--- src/rtl/matmul_apb_master.sv ---
// matmul_apb_master: single-outstanding APB4 requester for the matrix-multiplier
// register port. One command in, one SETUP/ACCESS transfer out, one response back.
// Optional feature macro: MATMUL_APB_BUSY_GATE_EN. When it is defined, write
// commands are held off while busy_i is high. Reads are always accepted so that
// software can keep polling status.
//
// state  | meaning
// IDLE   | bus idle, ready to accept a command
// SETUP  | psel high, penable low (one cycle)
// ACCESS | psel and penable high, waiting for pready or timeout
// RESP   | response presented until rsp_ready_i
module matmul_apb_master #(
  parameter int BUS_WIDTH      = 32,
  parameter int ADDR_WIDTH     = 16,
  parameter int STRB_WIDTH     = 4,
  parameter int TIMEOUT_CYCLES = 256
) (
  input  logic                  clk_i,
  input  logic                  rst_ni,
  input  logic                  cmd_valid_i,
  output logic                  cmd_ready_o,
  input  logic                  cmd_write_i,
  input  logic [ADDR_WIDTH-1:0] cmd_addr_i,
  input  logic [BUS_WIDTH-1:0]  cmd_wdata_i,
  input  logic [STRB_WIDTH-1:0] cmd_strb_i,
  output logic                  rsp_valid_o,
  input  logic                  rsp_ready_i,
  output logic [BUS_WIDTH-1:0]  rsp_rdata_o,
  output logic                  rsp_slverr_o,
  output logic                  rsp_timeout_o,
  output logic                  psel_o,
  output logic                  penable_o,
  output logic                  pwrite_o,
  output logic [ADDR_WIDTH-1:0] paddr_o,
  output logic [BUS_WIDTH-1:0]  pwdata_o,
  output logic [STRB_WIDTH-1:0] pstrb_o,
  input  logic [BUS_WIDTH-1:0]  prdata_i,
  input  logic                  pready_i,
  input  logic                  pslverr_i,
  input  logic                  busy_i
);

  typedef enum logic [1:0] {IDLE, SETUP, ACCESS, RESP} state_t;

  // Counter is sized for the largest legal timeout (65535).
  localparam logic [15:0] LP_CNT_LAST = 16'(TIMEOUT_CYCLES - 1);

  state_t                r_state, w_state_nxt;
  logic [15:0]           r_cnt;
  logic                  r_pwrite;
  logic [ADDR_WIDTH-1:0] r_paddr;
  logic [BUS_WIDTH-1:0]  r_pwdata;
  logic [STRB_WIDTH-1:0] r_pstrb;
  logic [BUS_WIDTH-1:0]  r_rdata;
  logic                  r_slverr;
  logic                  r_timeout;

  logic w_gate;
  logic w_accept;
  logic w_done;
  logic w_expire;

`ifdef MATMUL_APB_BUSY_GATE_EN
  assign w_gate = ~(cmd_write_i & busy_i);
`else
  // busy_i only matters when the gate is built in.
  logic w_unused_busy;
  assign w_unused_busy = busy_i;
  assign w_gate        = 1'b1;
`endif

  assign w_accept = (r_state == IDLE) & w_gate & cmd_valid_i;
  assign w_done   = (r_state == ACCESS) & pready_i;
  assign w_expire = (r_state == ACCESS) & ~pready_i & (r_cnt == LP_CNT_LAST);

  // State register.
  always_ff @(posedge clk_i or negedge rst_ni) begin
    if (!rst_ni) r_state <= IDLE;
    else         r_state <= w_state_nxt;
  end

  // Next-state logic.
  always_comb begin
    w_state_nxt = r_state;
    case (r_state)
      IDLE:    if (w_accept) w_state_nxt = SETUP;
      SETUP:   w_state_nxt = ACCESS;
      ACCESS:  if (w_done || w_expire) w_state_nxt = RESP;
      RESP:    if (rsp_ready_i) w_state_nxt = IDLE;
      default: w_state_nxt = IDLE;
    endcase
  end

  // Control outputs decoded from state; cmd_ready is forced low during reset.
  always_comb begin
    cmd_ready_o = 1'b0;
    psel_o      = 1'b0;
    penable_o   = 1'b0;
    rsp_valid_o = 1'b0;
    case (r_state)
      IDLE:    cmd_ready_o = w_gate & rst_ni;
      SETUP:   psel_o      = 1'b1;
      ACCESS:  begin psel_o = 1'b1; penable_o = 1'b1; end
      RESP:    rsp_valid_o = 1'b1;
      default: ;
    endcase
  end

  // Wait-state counter: counts pready-low ACCESS cycles, cleared when the response is taken.
  always_ff @(posedge clk_i or negedge rst_ni) begin
    if (!rst_ni)                             r_cnt <= '0;
    else if ((r_state == RESP) && rsp_ready_i) r_cnt <= '0;
    else if ((r_state == ACCESS) && !pready_i && !w_expire) r_cnt <= r_cnt + 16'd1;
  end

  // Command latch; reads carry zero data and strobes onto the bus.
  always_ff @(posedge clk_i or negedge rst_ni) begin
    if (!rst_ni) begin
      r_pwrite <= 1'b0;
      r_paddr  <= '0;
      r_pwdata <= '0;
      r_pstrb  <= '0;
    end else if (w_accept) begin
      r_pwrite <= cmd_write_i;
      r_paddr  <= cmd_addr_i;
      r_pwdata <= cmd_write_i ? cmd_wdata_i : '0;
      r_pstrb  <= cmd_write_i ? cmd_strb_i  : '0;
    end
  end

  // Response capture at the end of ACCESS, either completion or timeout.
  always_ff @(posedge clk_i or negedge rst_ni) begin
    if (!rst_ni) begin
      r_rdata   <= '0;
      r_slverr  <= 1'b0;
      r_timeout <= 1'b0;
    end else if (w_done) begin
      r_rdata   <= r_pwrite ? '0 : prdata_i;
      r_slverr  <= pslverr_i;
      r_timeout <= 1'b0;
    end else if (w_expire) begin
      r_rdata   <= '0;
      r_slverr  <= 1'b1;
      r_timeout <= 1'b1;
    end
  end

  assign pwrite_o      = r_pwrite;
  assign paddr_o       = r_paddr;
  assign pwdata_o      = r_pwdata;
  assign pstrb_o       = r_pstrb;
  assign rsp_rdata_o   = r_rdata;
  assign rsp_slverr_o  = r_slverr;
  assign rsp_timeout_o = r_timeout;

endmodule

--- config.mk ---
export PLATFORM = sky130hd
export DESIGN_NAME = matmul_apb_master
export DESIGN_NICKNAME = d
export VERILOG_FILES = /design/src/rtl/matmul_apb_master.sv
export SDC_FILE = /design/constraint.sdc
export NUM_CORES = 1
export LEC_CHECK = 0
export BUFFER_PORTS_ARGS = -buffer_cell sky130_fd_sc_hd__buf_2
export CORE_MARGIN = 2
export CORE_UTILIZATION = 51
export DETAILED_ROUTE_END_ITERATION = 7
export PLACE_DENSITY = 0.85
export SETUP_SLACK_MARGIN = 0.05
export SLEW_MARGIN = 20
export SYNTH_ARGS = -nofsm -noshare
export SYNTH_HDL_FRONTEND = slang
export SYNTH_SLANG_ARGS = --single-unit
--- constraint.sdc ---
create_clock -name clk_i -period 5.6 [get_ports clk_i]
set_input_delay 0.28 -clock clk_i [delete_from_list [all_inputs] [get_ports clk_i]]
set_output_delay 0.28 -clock clk_i [all_outputs]
set_load 0.03 [all_outputs]
### Yosys cells after proc, flatten, opt, wreduce, memory -nomap -nowiden

Cells that the tools add are included.

* add/sub/neg operators: 1
* equal/unequal tests: 7
* muxes and demuxes: 18
* bitwise operators: 5
* reductions and logical operators: 11

Operator list (number)
* 2-to-1 mux 32 bit: 4
* 2-to-1 mux 16 bit: 2
* adder 16 x 1 -> 16 bit, second input constant: 1
* == test 16 x 8 -> 1 bit, second input constant: 1
* case mux 2 bit (4 select lines): 1
* 2-to-1 mux 1 bit: 7
* 2-to-1 mux 2 bit: 3
* inequality test 2 bit, second input constant: 3
* AND 1 bit: 4
* == test 2 bit, second input constant: 2
* 2-to-1 mux 4 bit: 1
* nonzero test 2 bit: 2
* logical AND 1 bit: 3
* AND reduction 3 bit: 1
* == test 2 x 1 -> 1 bit, second input constant: 1
* zero test 1 bit: 2
* zero test 2 bit: 1
* OR reduction 2 bit: 1
* logical OR 1 bit: 1
* NOT 1 bit: 1

* register bits after elaboration: 105
* bits of input ports: 92
* output and inout port bits: 91
* logic and storage cells: 51

### Logic depth before layout (Yosys ltp)

Gate-level depths: netlist of the first run.

* depth in word-level cells: 7
* depth in mapped cells: 7
* gate-level depth less buffers: 6

### Worst setup path before layout of the first run

OpenSTA, ideal clock, no wires.

* kind: register to register
* start point: reg r_state[0]
* end point: reg r_cnt[13]
* setup time: 0.120 ns
* arrival: 2.017 ns
* data required time: 5.480 ns
* setup slack: 3.462 ns
* cell stages (with the launch flop): 7
* path buffers: 0
* clock period less this slack: 2.138 ns
* path through: dfrtp_1 -> inv_1 -> ha_1 -> nand4b_1 -> nor4_1 -> a31oi_1 -> a41o_1

* cells in the longest elaborated chain, start to end: 6
* elaborated cells on any way between the ends: 10
* those cells by class: eq/ne: 2; mux: 1; bitwise: 2; reduce/logical: 5

Ends and longest elaborated chain
* start: declaration: line 48 `state_t r_state, w_state_nxt;`
* start signal: assignment: line 79 `else r_state <= w_state_nxt;`
* == test 2 bit: line 74, 113
* AND 1 bit (2 in a row): line 74 `assign w_expire = (r_state == ACCESS) & ~pready_i & (r_cnt == LP_CNT_LAST);`
* zero test 1 bit: line 113 `else if ((r_state == ACCESS) && !pready_i && !w_expire) r_cnt <= r_cnt + 16'd1;`
* logical AND 1 bit: line 113
* nonzero test 2 bit (no source line)
* end signal: assignment: line 113
* end: declaration: line 49 `logic [15:0] r_cnt;`

Several ways; a longest one is shown, not always the timed one.
A chain may end at the register's enable or synchronous reset.

### Worst setup path after layout of the first run

* start point: reg r_state[0]
* end point: reg r_cnt[9]

Same word-level chain as after synthesis.

==> results.md, run 1 <==
- Unrepaired setup endpoints after global routing: false
- Fin. Hold Viols: 0
- Die X: about 95 µm
- Critical path class: reg2reg
- Layout cell share with drive strength beyond 1: 39.2%
- DR WL met2: about 4.8 mm
- CP Max Fanout: 10
- Port buffer count: roughly 180
- CTS sink cnt: 105
- Leakage power: 2.87 nW
- # setup viols final: 0
- Outcome: finished, final reports clean
- Clock buffer depth: 2
- Worst min path class: in2reg
- Post-synth EDFFs: 0
- Initial Utilization: between 50% and 60%
- Placed wire-length estimate: 7.07 mm
- # rows: 33
- Largest net degree at the start of global routing: 71
- Routed length per instance: roughly 15 µm
- Antenna diodes: 0
- Startpoint types: register
- Pre-CTS setup slack: about 3.3 ns
- Top cell type's share of synthesized area: about three fifths
- Syn Nets: slightly below 500
- Total CTS buffers: 9
- Slew margin rel.: roughly 44%
- Top-count cell post-synth: dfrtp_1
- Core ar.: approximately 0.0082 mm²
- Count of cell types in the netlist: 33
- Seq/Total Area, Yosys: between 60 and 70%
- Fmax: between 400 and 500 MHz
- # nets final: about 660
- Final Slew Violations: 0
- Crit path largest cell delay: approximately 0.61 ns
- WL met3: 781 µm
- M1 WL: about 4.2 mm
- RD Place Congestion: between 0.8 and 0.9
- Post-CTS setup buffer count: 0
- Highest routed layer: met4
- Least-Margin Pin Slew: 0.826 ns
- PnR worst setup slack: 3.26 ns
- Ys flop type: dfrtp_1
- ANT nets after route: 0
- Gr usage total: 21.6%
- Crit path max-delay family: simple AND/OR/NAND/NOR gates
- Worst skew pair latency: around 0.35 ns
- CP Data Arrival Time: 2.62 ns
- Detailed-route via count: roughly 3,500
- WP buf/inv: 1
- CP Capture Type: register
- Initial antenna violation count: 0
- I/O pins: 183
- Total die area: 0.00911 mm²
- Hold WS: 0.148 ns
- Post-cts sizing count: 0
- VDD IR max: roughly 330 µV
- DRC viols: 0
- Cell taking the most area after synthesis: dfrtp_1
- Vias in the first global route: between 3,000 and 4,000
- Pre-Repair DR Iteration Count: 4
- Area contributors post-synth: dfrtp_1 62%, nand2_1 7.2%, a22o_1 6.6%
- Area growth syn-to-layout: 27.4%
- Synth Instances: 391
- Worst-path cell chain: inv_1 > ha_1 > nor2b_1 > nand3_1 > or4_1 > a21oi_1
- DIE HEIGHT: between 90 and 100 µm
- Final period util: 41.8%
- First-pass GRT wire length: around 15 mm
- CTS clk-pin slew, worst paths: about 0.11 ns
- Seq cells post-synth: ~110
- Yosys warnings: 0
- Initial drt markers: ~160
- Max-cap violations: 0
- PwrDens: 559 mW/mm²
- Post-Syn Area: ~0.0043 mm²
- Setup_tns: 0 ns
- Root Buffer: clkbuf_8
- CTS tree: yes
- Syn avg cell area: 10.9 µm²
- Async S/R FF share, synth: between 90% and 100%
- Via-to-Cell Ratio: about 5.2
- H-tree depth: 3
- Most frequent cells after synthesis: 105 x dfrtp_1, 82 x nand2_1, 44 x o21ai_0
- Hold-fix buffers, CTS: 1
- Minimum clock period: roughly 2.3 ns
- Grt ovf: 0
- Clock Skews: ~0.017 ns
- Detailed-route wire length: around 9.8 mm
- Critical Path Slowest Stage Cell: nor2b_1
- WP data required: around 6 ns
where the power goes:
group          internal, mW  switching (mW)
combinational         0.446           0.976
clock                 0.166           0.259
sequential             1.04           0.149
total                  1.65            1.38
worst paths after layout:
path                          startpoint        endpoint  cells after the start  slack [ns]
min in group asynchronous         rst_ni    pwdata_o[26]                      2        0.48
setup / recovery              r_state[0]        r_cnt[9]                      6        3.26
hold reg to reg             pwdata_o[19]    pwdata_o[19]                      2        0.48
setup reg to reg              r_state[0]        r_cnt[9]                      6        3.26
max in group asynchronous         rst_ni  rsp_rdata_o[5]                      3        3.99
hold / removal             cmd_addr_i[6]      paddr_o[6]                      2        0.15
area by class of cell:
class                   instances  area [µm²]
clock buffers                   9         124
flip-flops and latches        105        2630
fillers                       655        2740
repair buffers                186         948
well taps                     105         131
inverters                       9        33.8
multi-input cells             253        1520
clock inverters                 7        52.6
layout by cell type (no fill, tap or decap), types with 2 or more instances in the layout:
cell type / instances
or3_1: 7
xnor2_1: 2
mux2_2: 18
or4_1: 4
and3_1: 2
and2_1: 2
clkbuf_8: 9
inv_1: 9
buf_2: 180
ha_1: 5
nor2_1: 6
a22o_1: 32
clkinv_2: 2
dfrtp_1: 105
nor3_1: 3
a21oi_1: 15
nor4_1: 3
o211ai_1: 2
o21ai_0: 44
nand4_1: 5
nand2_1: 81
inv_6: 3
nand3_1: 7
buf_4: 5
and4_1: 3
flip-flops by register name, summed over array words and instances (netlist names):
| register | cells |
|---|---|
| rsp_timeout_o | 1 |
| r_cnt | 16 |
| pstrb_o | 4 |
| rsp_rdata_o | 32 |
| pwrite_o | 1 |
| r_state | 2 |
| pwdata_o | 32 |
| paddr_o | 16 |
| rsp_slverr_o | 1 |
worst reg2reg max path: cells and delay by family, from the launching register on:
| family | cells | cell delay, ns |
|---|---|---|
| simple gates | 3 | 1.25 |
| flops | 1 | 0.42 |
| fa+ha+maj | 1 | 0.34 |
| buf+inv | 1 | 0.12 |
| compound gates | 1 | 0.15 |
stage by stage:
stage	power, mW	util (%)	area [µm²]	cells
detailed placement	2.64	64.2	5250	657
finish	3.04	66.5	5440	674
CTS	3.06	66.5	5440	674
global route	3.23	66.5	5440	674
global placement	2.59	64.2	5250	657
floorplan	2.18	-	4270	391
layer usage:
layer	GRT usage, %	vias to the layer above
met5	0	-
met4	7.02	0
met3	7.19	6
met2	35.9	131
met1	26.7	1667
li1	-	1709
kinds of logic after synthesis:
kind of cell / after synthesis / share of synthesized area, %
xor+xnor: 2 / 0.411
simple gates: 128 / 13.6
compound gates: 100 / 15.1
buf+inv: 33 / 3.05
flops: 105 / 61.6
fa+ha+maj: 5 / 1.47
mux: 18 / 4.75
(Power assumes the default switching activity.)
==> run 2: changes to the inputs <==
Settings changed: ABC_AREA set to 1, CORE_UTILIZATION 51 to 49, PLACE_DENSITY 0.85 to 0.8.
Clock period 5.6 ns to 2.4 ns, I/O delays scaled along.
==> results.md, run 2 <==
- Outcome: finished, final reports clean
- Area growth syn-to-layout: 41.2%
- Logic gate share of total power: around half
- Clock share of power: ~14%
- Seq pwr share: approximately 38%
- Minimum clock period: about 2 ns
- Post-synth EDFFs: 0
- Synth Instances: ~560
- Vias in the first global route: slightly below 5,000
- Clock buffer depth: 2
- H-tree depth: 3
- Core ar.: 0.00928 mm²
- Fmax: approximately 500 MHz
- Initial Utilization: between 50% and 60%
- Via-to-Cell Ratio: 5.10
- Critical path class: reg2reg
- Crit path largest cell delay: around 0.52 ns
- Detailed-route via count: between 4,000 and 5,000
- Setup_tns: 0 ns
- Seq cells post-synth: 105
- Routed length per instance: around 15 µm
- RD Place Congestion: approximately 0.89
- Initial drt markers: 240
- Final period util: between 80 and 90%
- CP Max Fanout: 18
- Max-cap violations: 0
- Critical R2R Capture: paddr_o[5]
- Grt ovf: 0
- Clock Skews: 0.0131 ns
- CP dominant cell by count: nand2_1
- Seq/Total Area, Yosys: 56.0%
- Final Slew Violations: 0
- I/O pins: between 150 and 200
- VDD IR max: about 840 µV
- Worst skew pair latency: 0.36 ns
- CTS tree: yes
- Internal: roughly 4 mW
- CTS sink cnt: 105
- Async S/R FF share, synth: 100%
- Unrepaired setup endpoints after global routing: false
- Most frequent cells in the layout: 246 x nand2_1, 180 x buf_2, 105 x dfrtp_1
- Post-DP Area: about 0.0057 mm²
- Die X: 102 µm
- Critical Path Slowest Stage Cell: clkinv_1
- Switching share of total power: 48.6%
- Syn Nets: 653
- Layout cell share with drive strength beyond 1: 26.7%
- Pre-Repair DR Iteration Count: 5
- Root Buffer: clkbuf_8
- WP data required: 2.66 ns
- Count of cell types in the netlist: 26
- DIE HEIGHT: 102 µm
- ANT nets after route: 0
- DRC viols: 0
- Util after Layout: a little under three quarters
- Placed wire-length estimate: between 8 and 9 mm
- Top cell type's share of synthesized area: between 50% and 60%
- NetSw: 3.78 mW
- Port buffer count: 181
- Worst-path cell chain: inv_1 > ha_1 > nand2_2 > clkinv_1 > nand2_1 > nand2_1
- Slew margin rel.: a little under three fifths
- Worst r2r path cells: 6
- Final instance area: around 0.0066 mm²
- PnR worst setup slack: 0.408 ns
- Worst r2r src: r_state[1]
- Post-Syn Area: 0.00469 mm²
- Total die area: just over 0.01 mm²
- CP Data Arrival Time: 2.25 ns
- Pre-CTS setup slack: approximately 0.5 ns
- First-pass GRT wire length: about 22 mm
- Commonest non-fill, non-tap cell in the layout: nand2_1
- Cell taking the most area after synthesis: dfrtp_1
- Post-Layout Cell Count: about 940
- Antenna diodes: 0
- Yosys warnings: 0
- Startpoint types: register
- CTS clk-pin slew, worst paths: roughly 0.11 ns
- Initial antenna violation count: 0
- Ys flop type: dfrtp_1
- Gr usage total: between 20% and 30%
- CP Capture Type: register
- Post-CTS setup buffer count: 0
- Detailed-route wire length: 13.8 mm
- Least-Margin Pin Slew: approximately 0.67 ns
- Worst min path class: in2reg
- Fillers: roughly 660
- Top-count cell post-synth: nand2_1
- Critical Path Sink: paddr_o[5]
- Inst Count DP: 844
- Area contributors post-synth: dfrtp_1 56%, nand2_1 20%, nand3_1 6.2%
- # rows: 35
- Syn avg cell area: 8.44 µm²
- R2r setup slk: 0.41 ns
- Leakage power: roughly 3.6 nW
- Largest net degree at the start of global routing: 74
- Total CTS buffers: 9
- # setup viols final: 0
- Crit path from: r_state[1]
- Most frequent cells after synthesis: 247 x nand2_1, 105 x dfrtp_1, 58 x nand3_1
- Hold WS: about 0.011 ns
- Power Total: ~8 mW
- # nets final: ~900
- PwrDens: around 1200 mW/mm²
- Fin. Hold Viols: 0
==> run 2: cell types whose count changed after synthesis, sizes merged, moves of 6 or more <==
cell	before	now
a21oi	15	1
a22o	32	0
inv	9	15
mux2	18	0
nand2	82	250
nand3	7	60
nand4	5	11
nor2	7	29
o21ai	45	39
or3	7	0
xor2	0	6
==> run 2: timing repair <==
action | 4_1_cts | 5_1_grt
endpoints found under the hold margin | 109 | 0
resized for setup | 0 | 0
hold buffers | 75 | 0
==> run 2: kinds of logic after synthesis <==
| kind of cell | count (synthesis) | synth area share [%] |
|---|---|---|
| AO/OA/AOI/OAI | 45 | 5.12 |
| adder cells (fa/ha/maj) | 5 | 1.33 |
| XOR/XNOR | 6 | 1.12 |
| flip-flops | 105 | 56.0 |
| AND/OR/NAND/NOR | 351 | 32.1 |
| buffers and inverters | 44 | 4.37 |
==> run 2: cell type report <==
class	count	area (µm²)	area share [%]
Clock inverter	5	45.0	0.680
Inverter	16	60.1	0.906
Clock buffer	11	151	2.28
Timing Repair Buffer	262	1720	25.9
Sequential cell	105	2630	39.6
Multi-Input combinational cell	407	1870	28.1
Tap cell	129	161	2.44
==> run 2: worst max-delay path: cells and delay by family (launching register included) <==
kind | cells | cell delay (ns)
simple gates | 3 | 0.64
flops | 1 | 0.41
buf+inv | 2 | 0.61
fa+ha+maj | 1 | 0.22
==> run 2: layer usage <==
layer	vias to the layer above	wire (µm)	share of wire (%)	GRT usage, %
met5	-	0	0	0
met4	0	527	3.8	12.5
met3	48	857	6.2	6.16
met2	207	7060	51	47.6
met1	2253	5330	39	32.0
li1	2265	-	-	-
==> run 2: power groups by stage <==
stage                     sequential, mW  clock [mW]  combinational, mW
after floorplan                     4.19           0               1.17
after global placement              2.86           0               3.52
after detailed placement            2.89           0               3.61
after CTS                           2.87        1.11               3.71
after global routing                2.99        1.19               4.06
final                               2.91        1.10               3.76
==> run 2: worst min-delay path by stage <==
stage | from | endpoint | slack, ns | cells past startpoint
after floorplan | rst_ni | paddr_o[0] | -0.18 | 0
after global placement | rst_ni | pwdata_o[24] | 0.1 | 1
after detailed placement | rst_ni | pwdata_o[24] | 0.10 | 1
after CTS | cmd_wdata_i[7] | pwdata_o[7] | 0.003 | 3
after global routing | cmd_wdata_i[7] | pwdata_o[7] | 0.002 | 3
final | cmd_wdata_i[7] | pwdata_o[7] | 0.01 | 3
